$ cat src/rtl/param_stream_router_if.sv
// Handshake bundle for the router: parameter-stream input and prediction-result output.
interface param_stream_router_if #(
  parameter int WIDTH_P = 32,
  parameter int WIDTH_O = 10
) ();
  logic               i_valid;
  logic               o_ready;
  logic [WIDTH_P-1:0] i_tdata;
  logic               o_valid;
  logic               i_ready;
  logic [WIDTH_O-1:0] o_tdata;

  modport slave  (input  i_valid, i_tdata, i_ready, output o_ready, o_valid, o_tdata);
  modport master (output i_valid, i_tdata, i_ready, input  o_ready, o_valid, o_tdata);
endinterface

$ cat src/rtl/param_stream_router.sv
// Framed parameter-stream decoder delivering assembled parameters to one-hot sinks,
// plus a small prediction FIFO returned on a valid/ready port.
module param_stream_router #(
  parameter int WIDTH_P   = 32,
  parameter int PARAM_W   = 60,
  parameter int N_DEST    = 85,
  parameter int WIDTH_O   = 10,
  parameter int RES_DEPTH = 4
) (
  input  logic                i_sclk,
  input  logic                i_rstp,
  param_stream_router_if.slave s,
  output logic [N_DEST-1:0]   o_param_vld,
  output logic [PARAM_W-1:0]  o_param,
  output logic                o_err,
  input  logic                i_predict_vld,
  input  logic [WIDTH_O-1:0]  i_predict,
  output logic                o_ovf
);
  localparam int WPP = (PARAM_W + WIDTH_P - 1) / WIDTH_P;
  localparam int WW  = $clog2(WPP + 1);
  localparam int AW  = $clog2(RES_DEPTH);

  typedef enum logic {HDR, PAY} state_t;

  state_t               state_q, state_d;
  logic [WW-1:0]        w_q, w_d;
  logic [15:0]          k_q, k_d, n_q, n_d;
  logic [7:0]           dest_q, dest_d;
  logic [PARAM_W-1:0]   asm_q, asm_d, param_q, param_d;
  logic [N_DEST-1:0]    vld_q, vld_d;
  logic                 err_q, err_d;
  logic [WPP*WIDTH_P-1:0] wide;
  logic                 unused_pad;
  logic                 accept, hdr_ok;

  assign accept = s.i_valid && s.o_ready;
  assign hdr_ok = (s.i_tdata[31:24] == 8'hA5) &&
                  ({24'd0, s.i_tdata[23:16]} < 32'(N_DEST)) &&
                  (s.i_tdata[15:0] != 16'd0);
  // Last-word bits beyond PARAM_W are dropped here.
  assign unused_pad = ^wide;

  always_comb begin
    state_d = state_q;
    w_d     = w_q;
    k_d     = k_q;
    n_d     = n_q;
    dest_d  = dest_q;
    asm_d   = asm_q;
    param_d = param_q;
    vld_d   = '0;
    err_d   = 1'b0;
    wide    = '0;
    wide[PARAM_W-1:0] = asm_q;
    if (accept) begin
      case (state_q)
        HDR: begin
          if (hdr_ok) begin
            dest_d  = s.i_tdata[23:16];
            n_d     = s.i_tdata[15:0];
            w_d     = '0;
            k_d     = '0;
            state_d = PAY;
          end else begin
            err_d = 1'b1;
          end
        end
        PAY: begin
          wide[w_q*WIDTH_P +: WIDTH_P] = s.i_tdata;
          asm_d = wide[PARAM_W-1:0];
          if (w_q == WW'(WPP - 1)) begin
            param_d = asm_d;
            for (int i = 0; i < N_DEST; i++) vld_d[i] = (dest_q == 8'(i));
            w_d = '0;
            k_d = k_q + 16'd1;
            if (k_q + 16'd1 == n_q) state_d = HDR;
          end else begin
            w_d = w_q + WW'(1);
          end
        end
        default: state_d = HDR;
      endcase
    end
  end

  always_ff @(posedge i_sclk) begin
    if (i_rstp) begin
      state_q <= HDR;
      w_q     <= '0;
      k_q     <= '0;
      n_q     <= '0;
      dest_q  <= '0;
      asm_q   <= '0;
      param_q <= '0;
      vld_q   <= '0;
      err_q   <= 1'b0;
    end else begin
      state_q <= state_d;
      w_q     <= w_d;
      k_q     <= k_d;
      n_q     <= n_d;
      dest_q  <= dest_d;
      asm_q   <= asm_d;
      param_q <= param_d;
      vld_q   <= vld_d;
      err_q   <= err_d;
    end
  end

  assign o_param_vld = vld_q;
  assign o_param     = param_q;
  assign o_err       = err_q;
  assign s.o_ready   = !i_rstp;

  logic [WIDTH_O-1:0] mem_q [RES_DEPTH];
  logic [WIDTH_O-1:0] mem_d [RES_DEPTH];
  logic [AW:0]        wr_q, wr_d, rd_q, rd_d;
  logic               ovf_q, ovf_d;
  logic               empty, full, pop, push_ok;

  assign empty   = (wr_q == rd_q);
  assign full    = (wr_q[AW] != rd_q[AW]) && (wr_q[AW-1:0] == rd_q[AW-1:0]);
  assign pop     = !empty && s.i_ready;
  // A pop frees the slot this cycle, so a push into a full FIFO still lands.
  assign push_ok = i_predict_vld && (!full || pop);

  always_comb begin
    mem_d = mem_q;
    wr_d  = wr_q;
    rd_d  = rd_q;
    ovf_d = ovf_q;
    if (push_ok) begin
      mem_d[wr_q[AW-1:0]] = i_predict;
      wr_d = wr_q + (AW+1)'(1);
    end
    if (pop) rd_d = rd_q + (AW+1)'(1);
    if (i_predict_vld && full && !pop) ovf_d = 1'b1;
  end

  always_ff @(posedge i_sclk) begin
    if (i_rstp) begin
      mem_q <= '{default: '0};
      wr_q  <= '0;
      rd_q  <= '0;
      ovf_q <= 1'b0;
    end else begin
      mem_q <= mem_d;
      wr_q  <= wr_d;
      rd_q  <= rd_d;
      ovf_q <= ovf_d;
    end
  end

  assign s.o_valid = !empty;
  assign s.o_tdata = mem_q[rd_q[AW-1:0]];
  assign o_ovf     = ovf_q;
endmodule

$ cat src/flat_wrapper.sv
// flat-port wrapper written by rule: the top's interface ports become plain ports
module param_stream_router_flat 
#(
  parameter int WIDTH_P   = 32,
  parameter int PARAM_W   = 60,
  parameter int N_DEST    = 85,
  parameter int WIDTH_O   = 10,
  parameter int RES_DEPTH = 4
)
  (i_sclk, i_rstp, o_param_vld, o_param, o_err, i_predict_vld, i_predict, o_ovf, s_i_valid, s_i_tdata, s_i_ready, s_o_ready, s_o_valid, s_o_tdata);
  param_stream_router_if #(.WIDTH_P(WIDTH_P), .WIDTH_O(WIDTH_O)) s_i ();
  input  logic i_sclk;
  input  logic i_rstp;
  output logic [N_DEST-1:0] o_param_vld;
  output logic [PARAM_W-1:0] o_param;
  output logic o_err;
  input  logic i_predict_vld;
  input  logic [WIDTH_O-1:0] i_predict;
  output logic o_ovf;
  input wire logic [$bits(s_i.i_valid)-1:0] s_i_valid;
  input wire logic [$bits(s_i.i_tdata)-1:0] s_i_tdata;
  input wire logic [$bits(s_i.i_ready)-1:0] s_i_ready;
  output wire logic [$bits(s_i.o_ready)-1:0] s_o_ready;
  output wire logic [$bits(s_i.o_valid)-1:0] s_o_valid;
  output wire logic [$bits(s_i.o_tdata)-1:0] s_o_tdata;
  assign s_i.i_valid = s_i_valid;
  assign s_i.i_tdata = s_i_tdata;
  assign s_i.i_ready = s_i_ready;
  assign s_o_ready = s_i.o_ready;
  assign s_o_valid = s_i.o_valid;
  assign s_o_tdata = s_i.o_tdata;
  param_stream_router #(.WIDTH_P(WIDTH_P), .PARAM_W(PARAM_W), .N_DEST(N_DEST), .WIDTH_O(WIDTH_O), .RES_DEPTH(RES_DEPTH)) u_core (.i_sclk(i_sclk), .i_rstp(i_rstp), .s(s_i), .o_param_vld(o_param_vld), .o_param(o_param), .o_err(o_err), .i_predict_vld(i_predict_vld), .i_predict(i_predict), .o_ovf(o_ovf));
endmodule
$ cat config.mk
export PLATFORM = sky130hd
export DESIGN_NAME = param_stream_router_flat
export DESIGN_NICKNAME = d
export VERILOG_FILES = /design/src/rtl/param_stream_router_if.sv /design/src/rtl/param_stream_router.sv /design/src/flat_wrapper.sv
export SDC_FILE = /design/constraint.sdc
export NUM_CORES = 1
export LEC_CHECK = 0
export CORE_UTILIZATION = 35
export DETAILED_ROUTE_END_ITERATION = 16
export DONT_BUFFER_PORTS = 1
export PLACE_DENSITY_LB_ADDON = 0.1
export SYNTH_ARGS = -nofsm -noshare
export SYNTH_HDL_FRONTEND = slang
export SYNTH_SLANG_ARGS = --single-unit
$ cat constraint.sdc
create_clock -name i_sclk -period 2.5 [get_ports i_sclk]
set_input_delay 0.125 -clock i_sclk [delete_from_list [all_inputs] [get_ports i_sclk]]
set_output_delay 0.125 -clock i_sclk [all_outputs]
set_load 0.02 [all_outputs]
Word-level counts from Yosys, hierarchy flattened

Index checks and enable logic that the tools add are counted.

Register bits: 296
Input bits: 47
Output and inout bits: 159
Logic and storage cells: 165

$add $sub $neg: 5
$lt $le $gt $ge: 4
Eq/ne operators: 92
Shift operators: 2
Multiplexer cells: 18
Bitwise gates (word level): 5
Reduce and logical (&&, ||, !) cells: 23

Operator list:

| kind                       | count |
|---|---|
| $eq A8 B6 Y1 const B       | 32 |
| $eq A8 B7 Y1 const B       | 21 |
| $eq A8 B5 Y1 const B       | 16 |
| $bwmux W64                 | 1 |
| $eq A8 B4 Y1 const B       | 8 |
| $shift A32 B34 Y64 const A | 1 |
| $shiftx A32 B34 Y64        | 1 |
| $bwmux W40                 | 1 |
| $neg A7 Y34                | 1 |
| $eq A8 B3 Y1 const B       | 4 |
| $mux W16                   | 2 |
| $pmux W16 S2               | 1 |
| $mux W10                   | 3 |
| $bmux W10 S2               | 1 |
| $demux W10 S2              | 1 |
| $add A16 B1 Y16 const B    | 1 |
| $eq A16 B16 Y1             | 1 |
| $eq A8 B2 Y1 const B       | 2 |
| $reduce_bool A16 Y1        | 1 |
| $logic_and A1 B1 Y1        | 9 |
| $reduce_and A3 Y1          | 3 |
| $eq A8 B1 Y1 const B       | 1 |
| $eq A8 B8 Y1 const B       | 1 |
| $logic_not A8 Y1           | 1 |
| other kinds (22)           | 35 |

Logic depth before layout (Yosys ltp)

Word-level depth: 6
Mapped depth: 8

Worst setup path after synthesis

OpenSTA, ideal clock, no wires.

Path type: register -> register
Start point: register u_core.k_q[0]
End point: register u_core.state_q
Library setup time: 0.121 ns
Arrival time: 1.872 ns
Data required time: 2.379 ns
Path slack: 0.508 ns
Cell stages (with the launch flop): 8
Clock period less this slack: 1.992 ns
Path through: dfxtp_1 -> ha_1 -> nand3_1 -> or2_4 -> o41ai_2 -> nand4_1 -> nor4_1 -> o21ai_1

Longest elaborated chain between the ends: 5

Ends and longest elaborated chain:

| item                   | RTL line                   | text |
|---|---|---|
| start, declared        | param_stream_router.sv:28  | `logic [15:0] k_q, k_d, n_q, n_d;` |
| start signal, assigned | param_stream_router.sv:101 | `k_q <= k_d;` |
| $add A16 B1 Y16        | param_stream_router.sv:77  | `if (k_q + 16'd1 == n_q) state_d = HDR;` |
| $eq A16 B16 Y1         | param_stream_router.sv:77  |  |
| $mux W1                | param_stream_router.sv:77  |  |
| $mux W1                | param_stream_router.sv:72  | `if (w_q == WW'(WPP - 1)) begin` |
| $pmux W1 S2            | param_stream_router.sv:57  | `case (state_q)` |
| end signal, assigned   | param_stream_router.sv:99  | `state_q <= state_d;` |
| end, declared          | param_stream_router.sv:26  | `state_t state_q, state_d;` |

No other way between the ends.
A chain may end at the register's enable or synchronous reset.

Worst setup path after layout

Start point: register u_core.wr_q[0]
End point: register u_core.mem_q[17] (netlist name)

Longest elaborated chain between the ends: 6

Ends and longest elaborated chain:

| item                                                               | RTL line                   | text |
|---|---|---|
| start, declared                                                    | param_stream_router.sv:118 | `logic [AW:0] wr_q, wr_d, rd_q, rd_d;` |
| start signal, assigned                                             | param_stream_router.sv:149 | `wr_q <= wr_d;` |
| $not A2 Y3 (implied by the code)                                   | param_stream_router.sv:134 | `mem_d[wr_q[AW-1:0]] = i_predict;` |
| $ge A3 B3 Y1 (implied by the code) or $lt A3 B1 Y1 (tied branches) | param_stream_router.sv:134 |  |
| $logic_and A1 B1 Y1 (implied by the code)                          | param_stream_router.sv:134 |  |
| $mux W10 (implied by the code)                                     | param_stream_router.sv:134 |  |
| $demux W10 S2                                                      | param_stream_router.sv:134 |  |
| $bwmux W40                                                         | param_stream_router.sv:134 |  |
| end signal, assigned                                               | param_stream_router.sv:148 | `mem_q <= mem_d;` |
| end, declared                                                      | param_stream_router.sv:116 | `logic [WIDTH_O-1:0] mem_q [RES_DEPTH];` |

Several ways; a longest one is shown, not always the timed one.

==> metrics.txt <==
#FFs+latches synth=296; crit path max-delay cell type=dlygate4sd3_1; Avg Inst Size Synth=8.99 µm²; height of the die=181 µm; Vias per Instance=5.32; routed via count=9,033; slowest cell delay on critical path=0.55 ns; RR Startpoint=u_core.wr_q[0]; Placeable Area=0.0315 mm²; placed cell areas=0.0116 mm²; mapped cell area=0.0112 mm²; Worst Skew=0.0149 ns; Comb power frac=5.1%; Synth Instances=1,245; switching share of power=23.4%; Data required, critical path=2.90 ns; CTS tree=done; net switching power=2.36 mW; critical hold path startpoint=s_i_valid; die width=181 µm; Post-synth ARST share=0%; die area=0.0327 mm²; 1st-iter DRT viols=639; total of max-cap violations=0; Final setup viols=0; Area Growth Syn to Fin=18.7%; clk buf depth=3; Critical Path Sink Type=register; drt pass-1 iters=4; Crit Path Max Fanout=12; Final Wtd Congestion=0.777; Hold Crit Class=in -> reg; number of synthesized flops with an enable pin=0; Clock Latency Late Sink=0.53 ns; initial antenna violation count=1; DPL Wire Length=20,100 µm; Buffers & Inverters on Critical Path=2; H-tree Lvls=2; most used cell, CP=nand2_1; first-pass GRT wire length=52,200 µm; Design Area, Final=0.0133 mm²; Synth top cells by count=dfxtp_1 (296), nor2_1 (197), nand3_1 (116), a21oi_1 (95), nand2_1 (82); Max-slew headroom=37.5%; io pins=206; fin crit share=97.1%; # DRC=0; cell chain of the critical path=xnor2_1 -> and4b_1 -> nor2b_2 -> buf_4 -> nand2_1 -> nand2_1 -> a21oi_1 -> dlygate4sd3_1; root buf cell=clkbuf_16; number of global-route vias before repair=8,664; cell taking the most area after synthesis=dfxtp_1; largest net degree at the start of global routing=132; final wirelength=33,300 µm; Synth Warn #=0; internal cell power=7.73 mW; Worst-Margin Slew=0.935 ns; worst vdd ir=0.385 mV; Seq/Total Area, Yosys=53.0%; Flop pwr share=47.4%; most common cell in the netlist=dfxtp_1; Slew Viols, Final=0; crit path DAT=2.83 ns; Clk pwr share=47.6%; grt total ovfl=0; post-detailed-route count of antenna-violating nets=0; fill cell count=3,088; total track usage=20.1%; routed len/inst=19.6 µm; CTS sink count=296; RSZ-0062 raised after global routing=yes; Crit Path Category=reg -> reg; site row count=65; clk slew on worst S/H paths=0.06 ns; Synth Net Count=1,303; count of final hold-check violations=0; post-layout power=10.1 mW; top_reg_cell synth=dfxtp_1; CP delay by family, top=simple AND/OR/NAND/NOR gates; type of origin of the critical path=register; maximum clock rate=0.412 GHz; PwrDens=760 mW/mm²; run status=complete, no violations; Crit. Startpoint=u_core.wr_q[0]; unique cell type count in the Yosys netlist=58; cts bufs inserted=34; Tmin final=2.43 ns; initial core utilization=35.6%; share of layout cells above drive strength 1=7.88%; largest cells by area after synthesis=dfxtp_1 (53%), nor2_1 (6.6%), nand3_1 (5.2%); fin nets=1,331; port bufs=0; Yosys top cell area share=53.0%; leak pwr=4.74 nW
repair_timing:
action,in CTS,in global routing
gates resized for setup,0,1
setup buffers,0,0
endpoints found under the setup margin,0,15
hold buffers,62,0
hold endpoints to repair,210,0
per-stage QoR:
step           setup TNS [ns]  instances  worst slack [ns]  hold WS, ns  utilization, %
3_5_place_dp                0       1577             0.237        0.211            36.8
4_1_cts                     0       1697            0.0509      0.00551            42.2
5_1_grt                 -1.11       1698            -0.113       0.0393            42.2
3_3_place_gp                0       1577             0.288        0.214            36.8
6_report                    0       1698            0.0720       0.0120            42.2
2_1_floorplan               0       1245             0.508        0.266               -
sequential cells by signal, indices dropped and copies added (netlist names):
| signal | cells |
|---|---|
| u_core.state_q | 1 |
| u_core.asm_q | 60 |
| u_core.n_q | 16 |
| u_core.mem_q | 40 |
| u_core.o_ovf | 1 |
| u_core.wr_q | 3 |
| u_core.rd_q | 3 |
| u_core.k_q | 16 |
| u_core.o_param | 60 |
| u_core.w_q | 2 |
| u_core.dest_q | 8 |
| u_core.o_err | 1 |
| u_core.o_param_vld | 85 |
path summary, 6_finish.rpt:
check	end	slack (ns)	cells after the start
hold / removal	u_core.state_q	0.01	5
setup / recovery	u_core.mem_q[17]	0.07	8
hold reg to reg	u_core.mem_q[5]	0.45	2
setup reg to reg	u_core.mem_q[17]	0.07	8
placed cells by master (no fill, tap or decap), types with 11 or more instances in the layout:
cell type / Yosys / final
mux2i_1: 24 / 24
clkbuf_16: 0 / 34
dfxtp_1: 296 / 296
ha_1: 11 / 11
a22oi_1: 27 / 27
a21oi_1: 95 / 95
buf_4: 2 / 23
nand3_1: 116 / 115
xnor2_1: 13 / 13
a211oi_1: 60 / 60
nand2_1: 82 / 81
nor2b_1: 43 / 42
nor2_1: 197 / 197
xor2_1: 13 / 13
o21ai_0: 67 / 67
dlygate4sd3_1: 0 / 61
power by group through the flow:
| stage | Sequential, mW | Clock [mW] | Combinational, mW |
|---|---|---|---|
| after floorplan | 4.88 | 0 | 0.310 |
| after global placement | 4.88 | 0 | 0.370 |
| after detailed placement | 4.88 | 0 | 0.374 |
| after CTS | 4.78 | 4.91 | 0.518 |
| after global routing | 4.78 | 5.11 | 0.559 |
| final | 4.78 | 4.80 | 0.513 |
layout make-up:
cell class | instances | area, µm² | area share (%)
well taps | 402 | 503 | 3.79
multi-input cells | 846 | 4870 | 36.6
diodes | 1 | 2.50 | 0.0188
clock inverters | 7 | 78.8 | 0.593
inverters | 6 | 22.5 | 0.170
flip-flops and latches | 296 | 5930 | 44.6
clock buffers | 51 | 995 | 7.49
repair buffers | 89 | 891 | 6.70
worst min-delay path, delay by kind of cell:
| family | cells | cell delay [ns] |
|---|---|---|
| simple gates | 3 | 0.19 |
| compound gates | 2 | 0.19 |
metal layers:
layer	routed length, µm	GRT usage (%)	vias to the layer above	part of all wire, %
met3	3010	7.38	55	9.0
met2	14100	30.0	268	42
met5	0	0	-	0
met4	696	5.33	0	2.1
met1	15500	27.2	4309	46
li1	-	-	4401	-
cells by family after synthesis:
kind of cell | share of synthesized area [%]
XOR/XNOR | 2.03
adder cells (fa/ha/maj) | 1.23
AND/OR/NAND/NOR | 20.5
buffers and inverters | 3.85
flip-flops | 53.0
multiplexers | 4.16
AO/OA/AOI/OAI | 15.3
Note: power is estimated with default switching activity, not from simulation.
